File: src/rtl/mdu_div_seq_if.sv
// Request/response bundle between an MDU issue stage and the sequential divider.
interface mdu_div_seq_if #(
  parameter int WIDTH = 32
);
  logic [WIDTH-1:0] i_dividend;
  logic [WIDTH-1:0] i_divisor;
  logic             i_div_sign;
  logic             i_div_valid;
  logic             o_div_ready;
  logic [WIDTH-1:0] o_div_rd;
  logic [WIDTH-1:0] o_rem_rd;
  logic             o_div_done;

  modport master (
    output i_dividend, i_divisor, i_div_sign, i_div_valid,
    input  o_div_ready, o_div_rd, o_rem_rd, o_div_done
  );

  modport slave (
    input  i_dividend, i_divisor, i_div_sign, i_div_valid,
    output o_div_ready, o_div_rd, o_rem_rd, o_div_done
  );
endinterface

File: src/rtl/mdu_div_seq.sv
// Sequential restoring divider (signed/unsigned) with RISC-V divide-by-zero and
// overflow fast paths; quotient and remainder delivered with a one-cycle done pulse.
//
// state | meaning
// IDLE  | ready, waiting for a request
// CALC  | one restoring step per cycle, WIDTH steps
// FIX   | apply result signs, register outputs
// DONE  | done pulse, outputs valid
module mdu_div_seq #(
  parameter int WIDTH = 32
) (
  input  logic              i_clk,
  input  logic              i_rst,
  mdu_div_seq_if.slave      bus
);
  localparam int CW = $clog2(WIDTH);
  localparam logic [WIDTH-1:0] MIN_NEG = {1'b1, {(WIDTH-1){1'b0}}};

  typedef enum logic [1:0] {IDLE, CALC, FIX, DONE} state_t;

  state_t           state, state_nxt;
  logic [CW-1:0]    cnt;
  logic [WIDTH:0]   rem_p;
  logic [WIDTH-1:0] quo, dvs, q_out, r_out;
  logic             neg_q, neg_r;
  logic             ready, done, accept, div_zero, ovf;
  logic [WIDTH+1:0] shifted, trial;

  assign div_zero = (bus.i_divisor == '0);
  assign ovf      = bus.i_div_sign && (bus.i_dividend == MIN_NEG) && (&bus.i_divisor);
  assign accept   = bus.i_div_valid && ready;

  // Remainder is kept below the divisor, so the extra top bit only guards the trial sign.
  assign shifted  = {rem_p, quo[WIDTH-1]};
  assign trial    = shifted - {2'b00, dvs};

  always_ff @(posedge i_clk) begin
    if (i_rst) state <= IDLE;
    else       state <= state_nxt;
  end

  always_comb begin
    state_nxt = state;
    ready     = (state == IDLE) && !i_rst;
    done      = (state == DONE);
    case (state)
      IDLE: if (accept) state_nxt = (div_zero || ovf) ? DONE : CALC;
      CALC: if (cnt == '0) state_nxt = FIX;
      FIX:  state_nxt = DONE;
      DONE: state_nxt = IDLE;
      default: state_nxt = IDLE;
    endcase
  end

  always_ff @(posedge i_clk) begin
    if (i_rst) begin
      cnt   <= '0;
      rem_p <= '0;
      quo   <= '0;
      dvs   <= '0;
      neg_q <= 1'b0;
      neg_r <= 1'b0;
      q_out <= '0;
      r_out <= '0;
    end else begin
      case (state)
        IDLE: if (accept) begin
          if (div_zero) begin
            q_out <= '1;
            r_out <= bus.i_dividend;
          end else if (ovf) begin
            q_out <= bus.i_dividend;
            r_out <= '0;
          end else begin
            quo   <= (bus.i_div_sign && bus.i_dividend[WIDTH-1]) ? -bus.i_dividend : bus.i_dividend;
            dvs   <= (bus.i_div_sign && bus.i_divisor[WIDTH-1])  ? -bus.i_divisor  : bus.i_divisor;
            neg_q <= bus.i_div_sign && (bus.i_dividend[WIDTH-1] != bus.i_divisor[WIDTH-1]);
            neg_r <= bus.i_div_sign && bus.i_dividend[WIDTH-1];
            rem_p <= '0;
            cnt   <= CW'(WIDTH-1);
          end
        end
        CALC: begin
          rem_p <= trial[WIDTH+1] ? shifted[WIDTH:0] : trial[WIDTH:0];
          quo   <= {quo[WIDTH-2:0], ~trial[WIDTH+1]};
          cnt   <= cnt - CW'(1);
        end
        FIX: begin
          q_out <= neg_q ? -quo : quo;
          r_out <= neg_r ? -rem_p[WIDTH-1:0] : rem_p[WIDTH-1:0];
        end
        default: ;
      endcase
    end
  end

  assign bus.o_div_ready = ready;
  assign bus.o_div_done  = done;
  assign bus.o_div_rd    = q_out;
  assign bus.o_rem_rd    = r_out;
endmodule

File: src/flat_wrapper.sv
// flat-port wrapper written by rule: the top's interface ports become plain ports
module mdu_div_seq_flat 
#(
  parameter int WIDTH = 32
)
  (i_clk, i_rst, bus_i_dividend, bus_i_divisor, bus_i_div_sign, bus_i_div_valid, bus_o_div_ready, bus_o_div_rd, bus_o_rem_rd, bus_o_div_done);
  mdu_div_seq_if #(.WIDTH(WIDTH)) bus_i ();
  input  logic i_clk;
  input  logic i_rst;
  input wire logic [$bits(bus_i.i_dividend)-1:0] bus_i_dividend;
  input wire logic [$bits(bus_i.i_divisor)-1:0] bus_i_divisor;
  input wire logic [$bits(bus_i.i_div_sign)-1:0] bus_i_div_sign;
  input wire logic [$bits(bus_i.i_div_valid)-1:0] bus_i_div_valid;
  output wire logic [$bits(bus_i.o_div_ready)-1:0] bus_o_div_ready;
  output wire logic [$bits(bus_i.o_div_rd)-1:0] bus_o_div_rd;
  output wire logic [$bits(bus_i.o_rem_rd)-1:0] bus_o_rem_rd;
  output wire logic [$bits(bus_i.o_div_done)-1:0] bus_o_div_done;
  assign bus_i.i_dividend = bus_i_dividend;
  assign bus_i.i_divisor = bus_i_divisor;
  assign bus_i.i_div_sign = bus_i_div_sign;
  assign bus_i.i_div_valid = bus_i_div_valid;
  assign bus_o_div_ready = bus_i.o_div_ready;
  assign bus_o_div_rd = bus_i.o_div_rd;
  assign bus_o_rem_rd = bus_i.o_rem_rd;
  assign bus_o_div_done = bus_i.o_div_done;
  mdu_div_seq #(.WIDTH(WIDTH)) u_core (.i_clk(i_clk), .i_rst(i_rst), .bus(bus_i));
endmodule
File: config.mk
export PLATFORM = sky130hd
export DESIGN_NAME = mdu_div_seq_flat
export DESIGN_NICKNAME = d
export VERILOG_FILES = /design/src/rtl/mdu_div_seq_if.sv /design/src/rtl/mdu_div_seq.sv /design/src/flat_wrapper.sv
export SDC_FILE = /design/constraint.sdc
export NUM_CORES = 1
export LEC_CHECK = 0
export ABC_AREA = 1
export BUFFER_PORTS_ARGS = -buffer_cell sky130_fd_sc_hd__buf_4
export CAP_MARGIN = 20
export CORE_MARGIN = 2
export CORE_UTILIZATION = 50
export DETAILED_ROUTE_END_ITERATION = 8
export GPL_TIMING_DRIVEN = 0
export PLACE_DENSITY = 0.69
export SKIP_CTS_REPAIR_TIMING = 1
export SYNTH_ARGS = -nofsm -noshare
export SYNTH_HDL_FRONTEND = slang
export SYNTH_SLANG_ARGS = --single-unit
File: constraint.sdc
create_clock -name i_clk -period 3.9 [get_ports i_clk]
set_clock_uncertainty 0.1 [all_clocks]
set_input_delay 0.585 -clock i_clk [delete_from_list [all_inputs] [get_ports i_clk]]
set_output_delay 0.585 -clock i_clk [all_outputs]
set_load 0.05 [all_outputs]
Yosys cells after proc, flatten, opt, wreduce, memory -nomap -nowiden
Cells that the tools add are included.
{ "op_classes": {"eq_ne": 10, "reduce_logical": 19, "addsub": 6, "n_bitwise": 3, "n_mux": 29} }
{ "ops": {"columns": ["operator", "n"], "rows": [
  ["2-to-1 mux 32 bit", 13],
  ["one-hot mux 32 bit (2 select lines)", 3],
  ["2-to-1 mux 33 bit", 4],
  ["negator 32 bit", 4],
  ["one-hot mux 33 bit (2 select lines)", 1],
  ["subtractor 34 x 32 -> 34 bit", 1],
  ["equality test 32 bit (second input constant)", 1],
  ["logical NOT 32 bit", 1],
  ["AND reduction 32 bit", 1],
  ["2-to-1 mux 5 bit", 3],
  ["one-hot mux 5 bit (2 select lines)", 1],
  ["one-hot mux 2 bit (4 select lines)", 1],
  ["AND reduction 4 bit", 2],
  ["logical AND 1 bit", 7],
  ["2-to-1 mux 2 bit", 3],
  ["logical NOT 5 bit", 1],
  ["subtractor 5 x 1 -> 5 bit (second input constant)", 1],
  ["equality test 2 bit (second input constant)", 2],
  ["inequality test 2 x 1 -> 1 bit (second input constant)", 2],
  ["inequality test 2 bit (second input constant)", 2],
  ["nonzero test 2 bit", 2],
  ["inequality test 3 x 1 -> 1 bit (second input constant)", 1],
  ["inverter 1 bit", 3],
  ["AND reduction 3 bit", 1],
  ["other kinds (6)", 6]
]} }
{ "word_totals": {"in_bits": 68, "elab_cells": 76, "output_inout_bits": 66, "ff_bits": 170} }

Longest topological paths before layout
{ "depth": {"depth_word": 7, "ltp_mapped": 18, "mapped_depth_nobuf": 17} }

Least setup slack after synthesis
Ideal clock, no wire load.
{ "synth_timing": {"path_type": "in2reg", "startpoint": "input port i_rst", "endpoint": "register u_core.rem_p[10]", "t_arrival_ps": 2483, "n_path_buf": 2, "t_required_ps": 3730, "setup_slack_ps": 1247, "stages": 11, "setup_ps": 70, "path_cell_list": "clkbuf_1 > nor2_1 > nand2_1 > inv_1 > nand3_4 > nand2_4 > nand2_2 > inv_2 > clkbuf_1 > nand3_1 > a21oi_1"} }
{ "synth_between": {"elab_chain_cells": 5} }
{ "synth_rtl": {"columns": ["element", "line", "source"], "rows": [
  ["start: declaration", "flat_wrapper.sv:9", "input logic i_rst;"],
  ["logical NOT 1 bit", "mdu_div_seq.sv:44", "ready = (state == IDLE) && !i_rst;"],
  ["logical AND 1 bit", "mdu_div_seq.sv:44", null],
  ["net bus_o_div_ready", "flat_wrapper.sv:14", "output wire logic [$bits(bus_i.o_div_ready)-1:0] bus_o_div_ready;"],
  ["logical AND 1 bit", "mdu_div_seq.sv:31", "assign accept = bus.i_div_valid && ready;"],
  ["inequality test 2 x 1 -> 1 bit (no source line)", null, null],
  ["AND reduction 4 bit (no source line)", null, null],
  ["end signal: assignment", "mdu_div_seq.sv:84", "rem_p <= trial[WIDTH+1] ? shifted[WIDTH:0] : trial[WIDTH:0];"],
  ["end: declaration", "mdu_div_seq.sv:23", "logic [WIDTH:0] rem_p;"]
]} }
The timed path passes the listed nets, and every way through them passes these cells.
A chain may end at the register's enable or synchronous reset.

Final worst setup path
{ "layout_timing": {"startpoint": "register u_core.rem_p[27]", "endpoint": "register u_core.rem_p[13]"} }
{ "layout_between": {"elab_chain_cells": 3} }
{ "layout_rtl": {"columns": ["element", "line", "source"], "rows": [
  ["subtractor 34 x 32 -> 34 bit", "mdu_div_seq.sv:35", "assign trial = shifted - {2'b00, dvs};"],
  ["2-to-1 mux 33 bit", "mdu_div_seq.sv:84", null],
  ["one-hot mux 33 bit (2 select lines)", "mdu_div_seq.sv:66", "case (state)"]
]} }
No other way between the ends.

==> out/results.tsv <==
metric	value	unit
max_stage_delay	520	ps
netlist_area	13500	µm²
yosysTopAreaCellShare	25.20	%
antenna_found_initial	0	
cts_tree	done	
crit_required	4110	ps
switching_share	51.36	%
hold_path_depth	3	
grt_max_degree	17	
vias_per_cell	5.798	
htreeDepth	4	
synth_area_leaders	dfxtp_1, nand2_1, nand3_1, a21oi_1, inv_1	
die_area	28340	µm²
worst_ir_drop_vdd	529.3	µV
start_util	50.53	%
p_switching	4.697	mW
finalNonFillerCells	2805	
die_h	168.3	µm
diodes	0	
ff2ff_path_depth	12	
p_leak	7.273	nW
wl_per_cell	19.55	µm
clkLatencyLatePin	450	ps
routed_wirelength	54.83	mm
num_vias	16262	
pwr-share-seq	26.2	%
yosysWarnings	0	
crit_path_end_kind	flip-flop	
synth_top_area_cell	dfxtp_1	
drv_slew	0	
clk_pin_slew_worst_paths	80	ps
max_freq	0.3288	GHz
hold_path_class	in -> reg	
drv_cap	0	
fin_crit_sh	77.99	%
netlist_instances	2302	
fill_cells	2796	
slowest_stage	dfxtp_1	
cp-start-kind	flip-flop	
boundaryPins	134	
ys.flop_type	dfxtp_1	
synth-seq-cells	170	
syn2layout_area_growth	14.82	%
slew_headroom	37.19	%
pwr-share-comb	54.1	%
period_minus_slack	3042	ps
coreArea	26730	µm²
first_iter_violations	2075	
hold_viol	0	
placed_cells	2775	
route.detailed.drc	0	
place_hpwl	43.69	mm
async_flop_share	0	%
drtAntennaViolNets	0	
worstPathArrival	3250	ps
synth_fp_nets	2414	
finalSetupViolCount	0	
die_w	168.3	µm
cts_root_buffer	clkbuf_16	
portBuffers	132	
gr-total-overflow	0	
synth_edf_count	0	
grt_pass1_wl	82.44	mm
numCtsBuffers	17	
rows	60	
first_global_vias	14299	
drt_first_pass_iters	6	
rsz0062_at_grt	no	
critPathMostFrequentCell	nand3_1	
outcome	finished, final reports clean	
cts_buffer_depth	2	
crit_fanout	10	
setup_tns	0	ps
drive_gt1_share	9.172	%
clkPwrFrac	19.7	%
internal_power	4.447	mW
gp_congestion	1.012	
cts.sinks	170	
powerDensity	589.7	nW/µm²
worst_pin_slew	942.2	ps
power	9.144	mW
synth_area_per_cell	5.866	µm²
worstPathCellList	ha_1 -> a21oi_1 -> o21ai_0 -> nand2_1 -> nand3_1 -> nor2_1 -> nand2_1 -> nand2_2 -> clkbuf_1 -> nand3_1 -> nand3_1 -> a21oi_1	
worstSetupPathType	reg -> reg	
yosysSeqAreaShare	25.20	%
fin_nets	2565	
grt_usage	37.98	%
synth_cell_type_count	43	
## critical path, delay by kind of cell, from the launching register on
family / cells / cell delay [ps]
flops: 1 / 520
buf+inv: 1 / 340
simple gates: 7 / 1120
compound gates: 3 / 480
fa+ha+maj: 1 / 360
## cells in the final DEF, fill, tap and decap left out, types with 44 or more instances in the layout
cell type	instances
nand2_1	551
inv_1	287
nor2_1	272
nand3_1	222
a21oi_1	221
o21ai_0	185
dfxtp_1	170
buf_4	132
clkbuf_1	54
xor2_1	47
nor3_1	44
## power groups by stage
stage / Clock [mW] / Sequential, mW / Combinational, mW
after floorplan: 0 / 3.11 / 2.49
after global placement: 0 / 2.41 / 4.75
after detailed placement: 0 / 2.42 / 4.79
after CTS: 1.79 / 2.39 / 4.81
after global routing: 1.85 / 2.43 / 5.30
final: 1.80 / 2.40 / 4.95
## cells in the mapped netlist, types with 4 or more instances
| master | n |
|---|---|
| a21oi_1 | 221 |
| nor2_1 | 272 |
| clkinv_1 | 4 |
| dfxtp_1 | 170 |
| o21ai_0 | 185 |
| buf_1 | 7 |
| and2_1 | 7 |
| buf_2 | 29 |
| nand2_1 | 551 |
| nand3b_1 | 15 |
| inv_1 | 287 |
| clkbuf_1 | 54 |
| nor2_2 | 6 |
| xor2_1 | 47 |
| nand4_1 | 33 |
| nand3_1 | 222 |
| o21a_1 | 5 |
| nor4_1 | 6 |
| buf_6 | 6 |
| a31oi_1 | 10 |
| nor3_1 | 44 |
| nand2_2 | 5 |
| xnor2_1 | 27 |
| inv_2 | 4 |
| o31ai_1 | 7 |
| ha_1 | 43 |
| or2_2 | 8 |
## registers in the layout (all words and copies together), names as in the netlist
name,cells
u_core.bus.o_rem_rd,32
u_core.state,2
u_core.neg_q,1
u_core.dvs,32
u_core.quo,32
u_core.neg_r,1
u_core.cnt,5
u_core.rem_p,33
u_core.bus.o_div_rd,32
## stage by stage
stage | setup slack (ps) | instance area [µm²] | util, % | hold slack, ps
after floorplan | 1247 | 13500 | - | 322.3
after global placement | 651.3 | 14920 | 55.83 | 341.2
after detailed placement | 622.2 | 14920 | 55.83 | 357.0
after CTS | 1024 | 15510 | 58.02 | 319.3
after global routing | 654.4 | 15510 | 58.02 | 337.1
final | 858.2 | 15510 | 58.02 | 335.3
## final cells by class
cell class	instances	area, µm²	share of cell area [%]
Sequential cell	170	3403	21.95
Timing Repair Buffer	132	991.0	6.391
Inverter	295	1107	7.141
Tap cell	341	426.7	2.752
Clock inverter	13	158.9	1.025
Buffer	96	441.7	2.848
Clock buffer	17	425.4	2.743
Multi-Input combinational cell	1741	8552	55.15
## worst paths after layout
check	start	endpoint	slack (ps)
max	u_core.rem_p[27]$_SDFFE_PP0P_	u_core.rem_p[13]$_SDFFE_PP0P_	860
max reg2reg	u_core.rem_p[27]$_SDFFE_PP0P_	u_core.rem_p[13]$_SDFFE_PP0P_	860
min reg2reg	u_core.cnt[0]$_SDFFE_PP0P_	u_core.cnt[0]$_SDFFE_PP0P_	360
min	bus_i_divisor[1]	u_core.dvs[1]$_SDFFE_PP0P_	340
## metal layers
layer / vias to the layer above / track usage [%] / share of wire (%)
met5: - / 0 / 0
met4: 0 / 10.91 / 2.4
met3: 94 / 6.676 / 12
met2: 947 / 55.72 / 41
met1: 7440 / 56.60 / 44
li1: 7781 / - / -
## logic make-up after synthesis
logic type / after synthesis / synth area share [%]
AO/OA/AOI/OAI: 444 / 17.13
AND/OR/NAND/NOR: 1179 / 37.26
adder cells (fa/ha/maj): 44 / 4.132
flip-flops: 170 / 25.20
buffers and inverters: 391 / 11.47
XOR/XNOR: 74 / 4.799
Note: power is estimated with default switching activity, not from simulation.
